`src/rtl/fp_pkg.sv`:
```
// Shared constants for the bit-serial subtractor in the floating-point datapath.
package fp_pkg;

  localparam int DEFAULT_WIDTH = 8;

  typedef enum logic [1:0] {
    IDLE = 2'd0,
    SUB  = 2'd1,
    NEG  = 2'd2,
    FIN  = 2'd3
  } state_t;

endpackage

```
`src/rtl/serial_subtractor_if.sv`:
```
// Start/done handshake and result bundle for serial_subtractor.
interface serial_subtractor_if #(
  parameter int WIDTH = fp_pkg::DEFAULT_WIDTH
);
  logic             start;
  logic [WIDTH-1:0] a;
  logic [WIDTH-1:0] b;
  logic             busy;
  logic             done;
  logic [WIDTH-1:0] diff;
  logic             borrow;
  logic [WIDTH-1:0] mag;

  modport master (
    output start, a, b,
    input  busy, done, diff, borrow, mag
  );

  modport slave (
    input  start, a, b,
    output busy, done, diff, borrow, mag
  );
endinterface

```
`src/rtl/serial_subtractor_full_subtractor.sv`:
```
// One-bit full subtractor cell: d = x - y - bin, bout = borrow out.
module full_subtractor (
  input  logic x,
  input  logic y,
  input  logic bin,
  output logic d,
  output logic bout
);

  assign d    = x ^ y ^ bin;
  assign bout = (~x & y) | (~(x ^ y) & bin);

endmodule

```
`src/rtl/serial_subtractor.sv`:
```
// Bit-serial unsigned subtractor: diff = a - b, borrow = a < b, mag = |a - b|.
// state | meaning
// IDLE  | waiting for start, results held
// SUB   | one bit of a - b per cycle, LSB first
// NEG   | one bit of 0 - diff per cycle when a < b
// FIN   | results valid, done pulse
module serial_subtractor
  import fp_pkg::*;
#(
  parameter int WIDTH = DEFAULT_WIDTH
) (
  input logic               clk,
  input logic               rst_n,
  serial_subtractor_if.slave bus
);

  localparam int CW = $clog2(WIDTH);

  state_t           state, state_nxt;
  logic [CW-1:0]    cnt;
  logic [WIDTH-1:0] a_sr, b_sr, diff_sr, mag_sr;
  logic [WIDTH-1:0] diff_q, mag_q;
  logic             bflop, borrow_q, busy_q, done_q;
  logic             busy_nxt, done_nxt;
  logic             fs_x, fs_y, fs_d, fs_bout;
  logic             last;
  logic [WIDTH-1:0] shifted_diff, shifted_mag;

  assign last         = (cnt == CW'(WIDTH - 1));
  assign shifted_diff = {fs_d, diff_sr[WIDTH-1:1]};
  assign shifted_mag  = {fs_d, mag_sr[WIDTH-1:1]};

  // In NEG the a shift register carries diff, so the cell computes 0 - diff.
  always_comb begin
    fs_x = a_sr[0];
    fs_y = b_sr[0];
    if (state == NEG) begin
      fs_x = 1'b0;
      fs_y = a_sr[0];
    end
  end

  full_subtractor u_fs (
    .x    (fs_x),
    .y    (fs_y),
    .bin  (bflop),
    .d    (fs_d),
    .bout (fs_bout)
  );

  always_ff @(posedge clk) begin
    if (!rst_n) state <= IDLE;
    else        state <= state_nxt;
  end

  always_comb begin
    state_nxt = state;
    case (state)
      IDLE: if (bus.start) state_nxt = SUB;
      SUB:  if (last) state_nxt = fs_bout ? NEG : FIN;
      NEG:  if (last) state_nxt = FIN;
      FIN:  state_nxt = IDLE;
      default: state_nxt = IDLE;
    endcase
  end

  always_comb begin
    busy_nxt = (state_nxt == SUB) || (state_nxt == NEG);
    done_nxt = (state_nxt == FIN);
  end

  always_ff @(posedge clk) begin
    if (!rst_n) begin
      busy_q <= 1'b0;
      done_q <= 1'b0;
    end else begin
      busy_q <= busy_nxt;
      done_q <= done_nxt;
    end
  end

  // Result registers load on the edge entering FIN so they are valid with done.
  always_ff @(posedge clk) begin
    if (!rst_n) begin
      a_sr     <= '0;
      b_sr     <= '0;
      diff_sr  <= '0;
      mag_sr   <= '0;
      cnt      <= '0;
      bflop    <= 1'b0;
      diff_q   <= '0;
      mag_q    <= '0;
      borrow_q <= 1'b0;
    end else begin
      case (state)
        IDLE: begin
          if (bus.start) begin
            a_sr    <= bus.a;
            b_sr    <= bus.b;
            diff_sr <= '0;
            mag_sr  <= '0;
            cnt     <= '0;
            bflop   <= 1'b0;
          end
        end
        SUB: begin
          a_sr    <= a_sr >> 1;
          b_sr    <= b_sr >> 1;
          diff_sr <= shifted_diff;
          bflop   <= fs_bout;
          cnt     <= cnt + 1'b1;
          if (last) begin
            cnt <= '0;
            if (fs_bout) begin
              a_sr  <= shifted_diff;
              bflop <= 1'b0;
            end else begin
              mag_sr   <= shifted_diff;
              diff_q   <= shifted_diff;
              mag_q    <= shifted_diff;
              borrow_q <= 1'b0;
            end
          end
        end
        NEG: begin
          a_sr   <= a_sr >> 1;
          mag_sr <= shifted_mag;
          bflop  <= fs_bout;
          cnt    <= cnt + 1'b1;
          if (last) begin
            cnt      <= '0;
            diff_q   <= diff_sr;
            mag_q    <= shifted_mag;
            borrow_q <= 1'b1;
          end
        end
        default: ;
      endcase
    end
  end

  assign bus.busy   = busy_q;
  assign bus.done   = done_q;
  assign bus.diff   = diff_q;
  assign bus.borrow = borrow_q;
  assign bus.mag    = mag_q;

endmodule

```
`src/flat_wrapper.sv`:
```
// flat-port wrapper written by rule: the top's interface ports become plain ports
module serial_subtractor_flat import fp_pkg::*;
#(
  parameter int WIDTH = DEFAULT_WIDTH
)
  (clk, rst_n, bus_start, bus_a, bus_b, bus_busy, bus_done, bus_diff, bus_borrow, bus_mag);
  serial_subtractor_if #(.WIDTH(WIDTH)) bus_i ();
  input logic clk;
  input logic rst_n;
  input wire logic [$bits(bus_i.start)-1:0] bus_start;
  input wire logic [$bits(bus_i.a)-1:0] bus_a;
  input wire logic [$bits(bus_i.b)-1:0] bus_b;
  output wire logic [$bits(bus_i.busy)-1:0] bus_busy;
  output wire logic [$bits(bus_i.done)-1:0] bus_done;
  output wire logic [$bits(bus_i.diff)-1:0] bus_diff;
  output wire logic [$bits(bus_i.borrow)-1:0] bus_borrow;
  output wire logic [$bits(bus_i.mag)-1:0] bus_mag;
  assign bus_i.start = bus_start;
  assign bus_i.a = bus_a;
  assign bus_i.b = bus_b;
  assign bus_busy = bus_i.busy;
  assign bus_done = bus_i.done;
  assign bus_diff = bus_i.diff;
  assign bus_borrow = bus_i.borrow;
  assign bus_mag = bus_i.mag;
  serial_subtractor #(.WIDTH(WIDTH)) u_core (.clk(clk), .rst_n(rst_n), .bus(bus_i));
endmodule
```
`config.mk`:
```
export PLATFORM = sky130hd
export DESIGN_NAME = serial_subtractor_flat
export DESIGN_NICKNAME = d
export VERILOG_FILES = /design/src/rtl/fp_pkg.sv /design/src/rtl/serial_subtractor_if.sv /design/src/rtl/serial_subtractor_full_subtractor.sv /design/src/rtl/serial_subtractor.sv /design/src/flat_wrapper.sv
export SDC_FILE = /design/constraint.sdc
export NUM_CORES = 1
export LEC_CHECK = 0
export ABC_CLOCK_PERIOD_IN_PS = 3600
export CORE_MARGIN = 3
export CORE_UTILIZATION = 54
export DETAILED_ROUTE_END_ITERATION = 7
export HOLD_SLACK_MARGIN = 0.12
export PLACE_DENSITY = 0.9
export SYNTH_ARGS = -nofsm -noshare
export SYNTH_HDL_FRONTEND = slang
export SYNTH_SLANG_ARGS = --single-unit
```
`constraint.sdc`:
```
create_clock -name clk -period 3.6 [get_ports clk]
set_clock_uncertainty 0.05 [all_clocks]
set_input_delay 0.72 -clock clk [delete_from_list [all_inputs] [get_ports clk]]
set_output_delay 0.72 -clock clk [all_outputs]
set_load 0.05 [all_outputs]
```
### Word level (Yosys, flattened, before mapping)

Cells that the tools add are included.

* shift-type cells: 0
* bitwise gates (word level): 7
* multiply operators: 0
* muxes and demuxes: 32
* add/subtract/negate cells: 1
* reduce and logical (&&, ||, !) cells: 12
* $lt $le $gt $ge: 0
* div/mod/pow operators: 0
* equality and inequality tests: 11

Operators by type and width (number)
* $mux 8: 9
* $pmux 8 s2: 4
* $pmux 8 s3: 2
* $eq 2x2->1 const B: 4
* $mux 1: 8
* $pmux 2 s4: 1
* $reduce_and 4->1: 2
* $mux 2: 3
* $mux 3: 2
* $pmux 3 s2: 1
* $reduce_and 2->1: 3
* $reduce_bool 2->1: 3
* $eq 2x1->1 const B: 2
* $ne 2x1->1 const B: 2
* $ne 2x2->1 const B: 2
* $add 3x1->3 const B: 1
* $eq 3x3->1 const B: 1
* $pmux 1 s3: 1
* $reduce_bool 3->1: 1
* $and 1x1->1: 2
* $logic_not 2->1: 1
* $not 1->1: 2
* $pmux 1 s2: 1
* $reduce_or 2->1: 1
* 3 further kinds: 4

* word-level logic and storage cells: 75
* memories kept: 0
* bits in registers: 57
* bits in writable memories: 0
* ROM bits: 0
* bits in latches: 0

### Logic depth before layout (Yosys ltp)

* depth in word-level cells: 11
* mapped depth: 12

### Cells and area by module

A second synthesis with hierarchy kept.

* cells, all modules: 314
* area total of the unflattened synthesis: 2845.2 µm²

Modules (own cells, without submodules)
* serial_subtractor: sequential area each 1121.1 µm², times used 1, cells an instance 310, area each 2813.9 µm²
* full_subtractor: sequential area each 0.0 µm², times used 1, cells an instance 4, area each 31.3 µm²

### Least setup slack after synthesis

Ideal clock, no wire load.

* path type: register -> register
* start: reg u_core.state[0]
* end: reg u_core.busy_q (netlist: u_core.bus.busy)
* path slack: 1013 ps
* stages on the path, launching flop included: 12
* clock period less this slack: 2587 ps
* data arrival time: 2422 ps
* data required time: 3435 ps
* cells stage by stage: dfxtp_1 > inv_1 > ha_1 > buf_4 > clkbuf_1 > mux2i_1 > fa_1 > nand2b_1 > a211oi_1 > a21oi_1 > ha_1 > and2_1

* cells in the longest elaborated chain, start to end: 11
* elaborated cells on any way between the ends: 20
* those cells by class: eq/ne: 5; mux: 7; bitwise: 6; reduce/logical: 2

Ends and longest elaborated chain
* from (decl): line serial_subtractor.sv:19 `state_t state, state_nxt;`
* from (signal assigned): line serial_subtractor.sv:53 `else state <= state_nxt;`
* $eq 2x2->1: line serial_subtractor.sv:37, serial_subtractor.sv:58
* $mux 1: line serial_subtractor.sv:37 `if (state == NEG) begin`
* $xor 1x1->1: line serial_subtractor_full_subtractor.sv:11 `assign bout = (~x & y) | (~(x ^ y) & bin);`
* $not 1->1: line serial_subtractor_full_subtractor.sv:11
* $and 1x1->1: line serial_subtractor_full_subtractor.sv:11
* $or 1x1->1: line serial_subtractor_full_subtractor.sv:11
* $mux 1: line serial_subtractor.sv:60 `SUB: if (last) state_nxt = fs_bout ? NEG : FIN;`
* $mux 2: line serial_subtractor.sv:60
* $pmux 2 s4 (*): line serial_subtractor.sv:58 `case (state)`
* named net u_core.state_nxt[0]: line serial_subtractor.sv:19
* $eq 2x1->1 or $eq 2x2->1 (tied branches): line serial_subtractor.sv:68 `busy_nxt = (state_nxt == SUB) || (state_nxt == NEG);`
* $logic_or 1x1->1 (*): line serial_subtractor.sv:68
* named net u_core.busy_nxt: line serial_subtractor.sv:24 `logic busy_nxt, done_nxt;`
* to (signal assigned): line serial_subtractor.sv:77 `busy_q <= busy_nxt;`
* to (decl): line serial_subtractor.sv:23 `logic bflop, borrow_q, busy_q, done_q;`

Mark *: on every way through the listed nets, which the timed path passes. The rest lies on a longest branch.
A chain may end at the register's enable or synchronous reset.

### Final worst setup path

Ends and elaborated chain as after synthesis.

==> flow_summary_export.csv <==
group,metric,value,unit
critical_path,worst_ep_required_time,3.75,ns
logic_synthesis,postSynthCellCount,311,
floorplan,fp.dieW,77.0,µm
routing,detailedRoute.firstPassIterationCount,4,
status,outcome,"complete, no violations",
critical_path,worstSetupStartpoint,"u_core.state[0]$_SDFF_PN0_",
critical_path,delay_heaviest_family_cp,"adder cells",
placed_design,gp_congestion,0.855,
timing,report.final.hold_viol_count,0,
final_layout,drive_above_1_share,6.85,%
critical_path,crit_top_cell,"ha_1",
logic_synthesis,yosys_most_used_dff,"dfxtp_1",
logic_synthesis,number_of_storage_elements_in_the_synthesis_netlist,56,
power,vdd_ir_drop_max,0.000279,V
final_layout,fin_nets,362,
cts,ctsRootBufferMaster,"clkbuf_8",
timing,fmax,359,MHz
cts,post_cts_gate_resize_count,0,
global_route,grt_antenna_before_repair,0,
timing,rsz0062_at_grt,"false",
logic_synthesis,post_synth_main_area_contributors,"dfxtp_1 (41%), mux2i_1 (7.0%), nand2_1 (6.2%)",
power,cellLeakagePower,1.07,nW
min_path,worst_hold_startpoint,"u_core.bus.mag[7]$_SDFFE_PN0P_",
timing,setup-violations-final,0,
flow_run,max_cap_violations,0,
global_route,first_global_vias,2182,
global_route,grt_usage,21.3,%
critical_path,worstPathArrival,2.94,ns
timing,layout_worst_path_cycle_share,77.4,%
routing,via_total_after_detailed_routing,2378,
placed_design,post_dp_cell_area,0.00308,mm²
cts,cts_made_buffers,5,
global_route,grt_start_max_net_pins,40,
final_layout,final_cell_area,0.00319,mm²
cts,post_cts.repair.setup_buffers,0,
logic_synthesis,async_flop_share,0,%
placed_design,dp_hpwl,4230,µm
floorplan,row_count,25,
logic_synthesis,syn_avg_cell_area,8.75,µm²
power,power-per-cell-area,446,mW/mm²
critical_path,start_kind,"flip-flop",
final_layout,layout.filler_cells,398,
timing,timing.max_slew.rel_slack,42.9,%
logic_synthesis,synth_top_area_share,41.2,%
cts,htreeDepth,2,
power,internal_power,996,µW
logic_synthesis,synth_edf_count,0,
final_layout,antenna_cells,0,
critical_path,slowest_stage,"ha_1",
routing,wirelength,6140,µm
critical_path,cp_max_fo,15,
final_layout,area_growth_syn_to_layout,17.3,%
power,power_switching_share,29.9,%
placed_design,port-buffer-count,37,
final_layout,multiInputGateArea,0.00144,mm²
routing,wire_length_per_cell_after_detailed_routing,15.2,µm
critical_path,cp_peak_stage_delay,0.47,ns
critical_path,worstSetupEndpointType,"flip-flop",
final_layout,final_common_cell,"dfxtp_1",
critical_path,timing.critical_path.cells,"inv_1, ha_1, mux2i_1, fa_1, nand2b_1, buf_4, a211oi_1, a21oi_1, ha_1, and2_1",
global_route,grt_first_pass_wirelength,10500,µm
power,power.share.combinational,23.5,%
logic_synthesis,post_synth_num_cell_types,40,
floorplan,die_area,0.00593,mm²
routing,detailedRoute.firstIterationViolations,281,
critical_path,setup_crit_path_kind,"flip-flop to flip-flop",
power,power.net_switching,426,µW
logic_synthesis,synth.yosys.warnings,0,
routing,drcViolationCount,0,
cts,worst_skew_pair.late_latency,0.30,ns
global_route,grt_remaining_overflow,0,
routing,post_drt_via_cell_ratio,5.90,
power,pwr-share-clk,28.0,%
cts,cts.hold.buffers_added,0,
cts,cts.sink_count,56,
timing,final_max_slew_viol_count,0,
final_layout,layout_common_cells,"dfxtp_1 (56), nand2_1 (45), clkdlybuf4s50_1 (37)",
logic_synthesis,synth_area_leader_cell,"dfxtp_1",
final_layout,seqCellArea,0.00112,mm²
cts,clock_path_buffers,2,
critical_path,rr_startpoint,"u_core.state[0]$_SDFF_PN0_",
timing,setup_tns,0,ns
timing,worst-slew-pin-transition,0.857,ns
logic_synthesis,seq_area_frac_synth,41.2,%
floorplan,die-height,77.0,µm
timing,fin_crit,2.79,ns
floorplan,pin_count,38,
floorplan,initial_core_utilization,56.8,%
routing,drtAntennaViolNets,0,
logic_synthesis,netlist_area,0.00272,mm²
cts,clock_tree_from_tritoncts,"built",
cts,clk_pin_slew,0.09,ns
critical_path,path_buf_inv,2,
floorplan,design.core.area,0.00479,mm²
logic_synthesis,mappedNetlistNets,338,
min_path,min_path_type,"flip-flop to flip-flop",
power,share_seq_of_total_power,48.5,%
## metrics by stage
| stage | utilization (%) | total power, mW | hold WS (ns) | setup WS [ns] | std cells |
|---|---|---|---|---|---|
| 6_report | 66.7 | 1.42 | 0.403 | 0.813 | 403 |
| 5_1_grt | 66.7 | 1.48 | 0.435 | 0.552 | 403 |
| 4_1_cts | 66.7 | 1.43 | 0.406 | 0.804 | 403 |
| 3_5_place_dp | 64.4 | 1.04 | 0.393 | 0.824 | 395 |
| 3_3_place_gp | 64.4 | 1.03 | 0.394 | 0.958 | 395 |
| 2_1_floorplan | - | 0.946 | 0.382 | 1.01 | 311 |
## flip-flops by register name, summed over array words and instances, names as in the netlist
signal / cells
u_core.a_sr: 8
u_core.b_sr: 8
u_core.bus.diff: 8
u_core.bus.mag: 8
u_core.diff_sr: 8
u_core.mag_sr: 7
u_core.cnt: 3
u_core.state: 2
u_core.bflop: 1
u_core.bus.borrow: 1
u_core.bus.busy: 1
u_core.bus.done: 1
## area by class of cell
type                       instances  area share, %
multi-input combinational        224           45.3
sequential                        56           35.1
timing repair buffer              43           13.0
tap                               67           2.63
clock buffer                       6           2.27
clock inverter                     2           1.10
inverter                           5          0.588
## power groups by stage
stage               clock network [mW]  registers (mW)  logic (mW)
floorplan                            0           0.764       0.182
global placement                     0           0.702       0.325
detailed placement                   0           0.703       0.334
CTS                              0.404           0.689       0.334
global route                     0.426           0.694       0.362
finish                           0.398           0.690       0.333
## per-layer routing
layer	wire length, µm	vias to the layer above	global-route usage, %
met5	0	-	0
li1	-	1165	-
met1	2850	1115	30.8
met2	2820	92	32.9
met3	440	6	4.34
met4	36	0	4.27
## cell families after synthesis
logic type / Yosys count / share of synthesized area [%]
buf+inv: 31 / 5.70
fa+ha+maj: 8 / 3.96
mux: 20 / 7.41
simple gates: 102 / 16.8
compound gates: 94 / 24.9
flops: 56 / 41.2
## final timing paths
kind | end | slack, ns | depth (start not counted)
worst min register to register | u_core.bus.mag[7]$_SDFFE_PN0P_ | 0.40 | 2
worst min-delay path | u_core.bus.mag[7]$_SDFFE_PN0P_ | 0.40 | 2
worst max-delay path | u_core.bus.busy$_SDFF_PN0_ | 0.81 | 10
worst max register to register | u_core.bus.busy$_SDFF_PN0_ | 0.81 | 10
## tightest hold or removal path, cell delays in order (launching register included)
cell and delay [ns]:
dfxtp_1 0.32, nand2_1 0.05, o21ai_1 0.05
## synthesized netlist by cell type, types with 4 or more instances
cell type / instances
a211oi_1: 11
a21boi_0: 6
a21oi_1: 24
a22oi_1: 8
a311oi_1: 17
and2_1: 6
buf_2: 4
buf_4: 5
clkbuf_1: 15
dfxtp_1: 56
ha_1: 7
inv_1: 4
mux2i_1: 19
nand2_1: 45
nand2b_1: 9
nor2_1: 31
o211ai_1: 7
o21ai_0: 4
o22ai_1: 7
No activity file was read; power rests on OpenSTA's default activity.
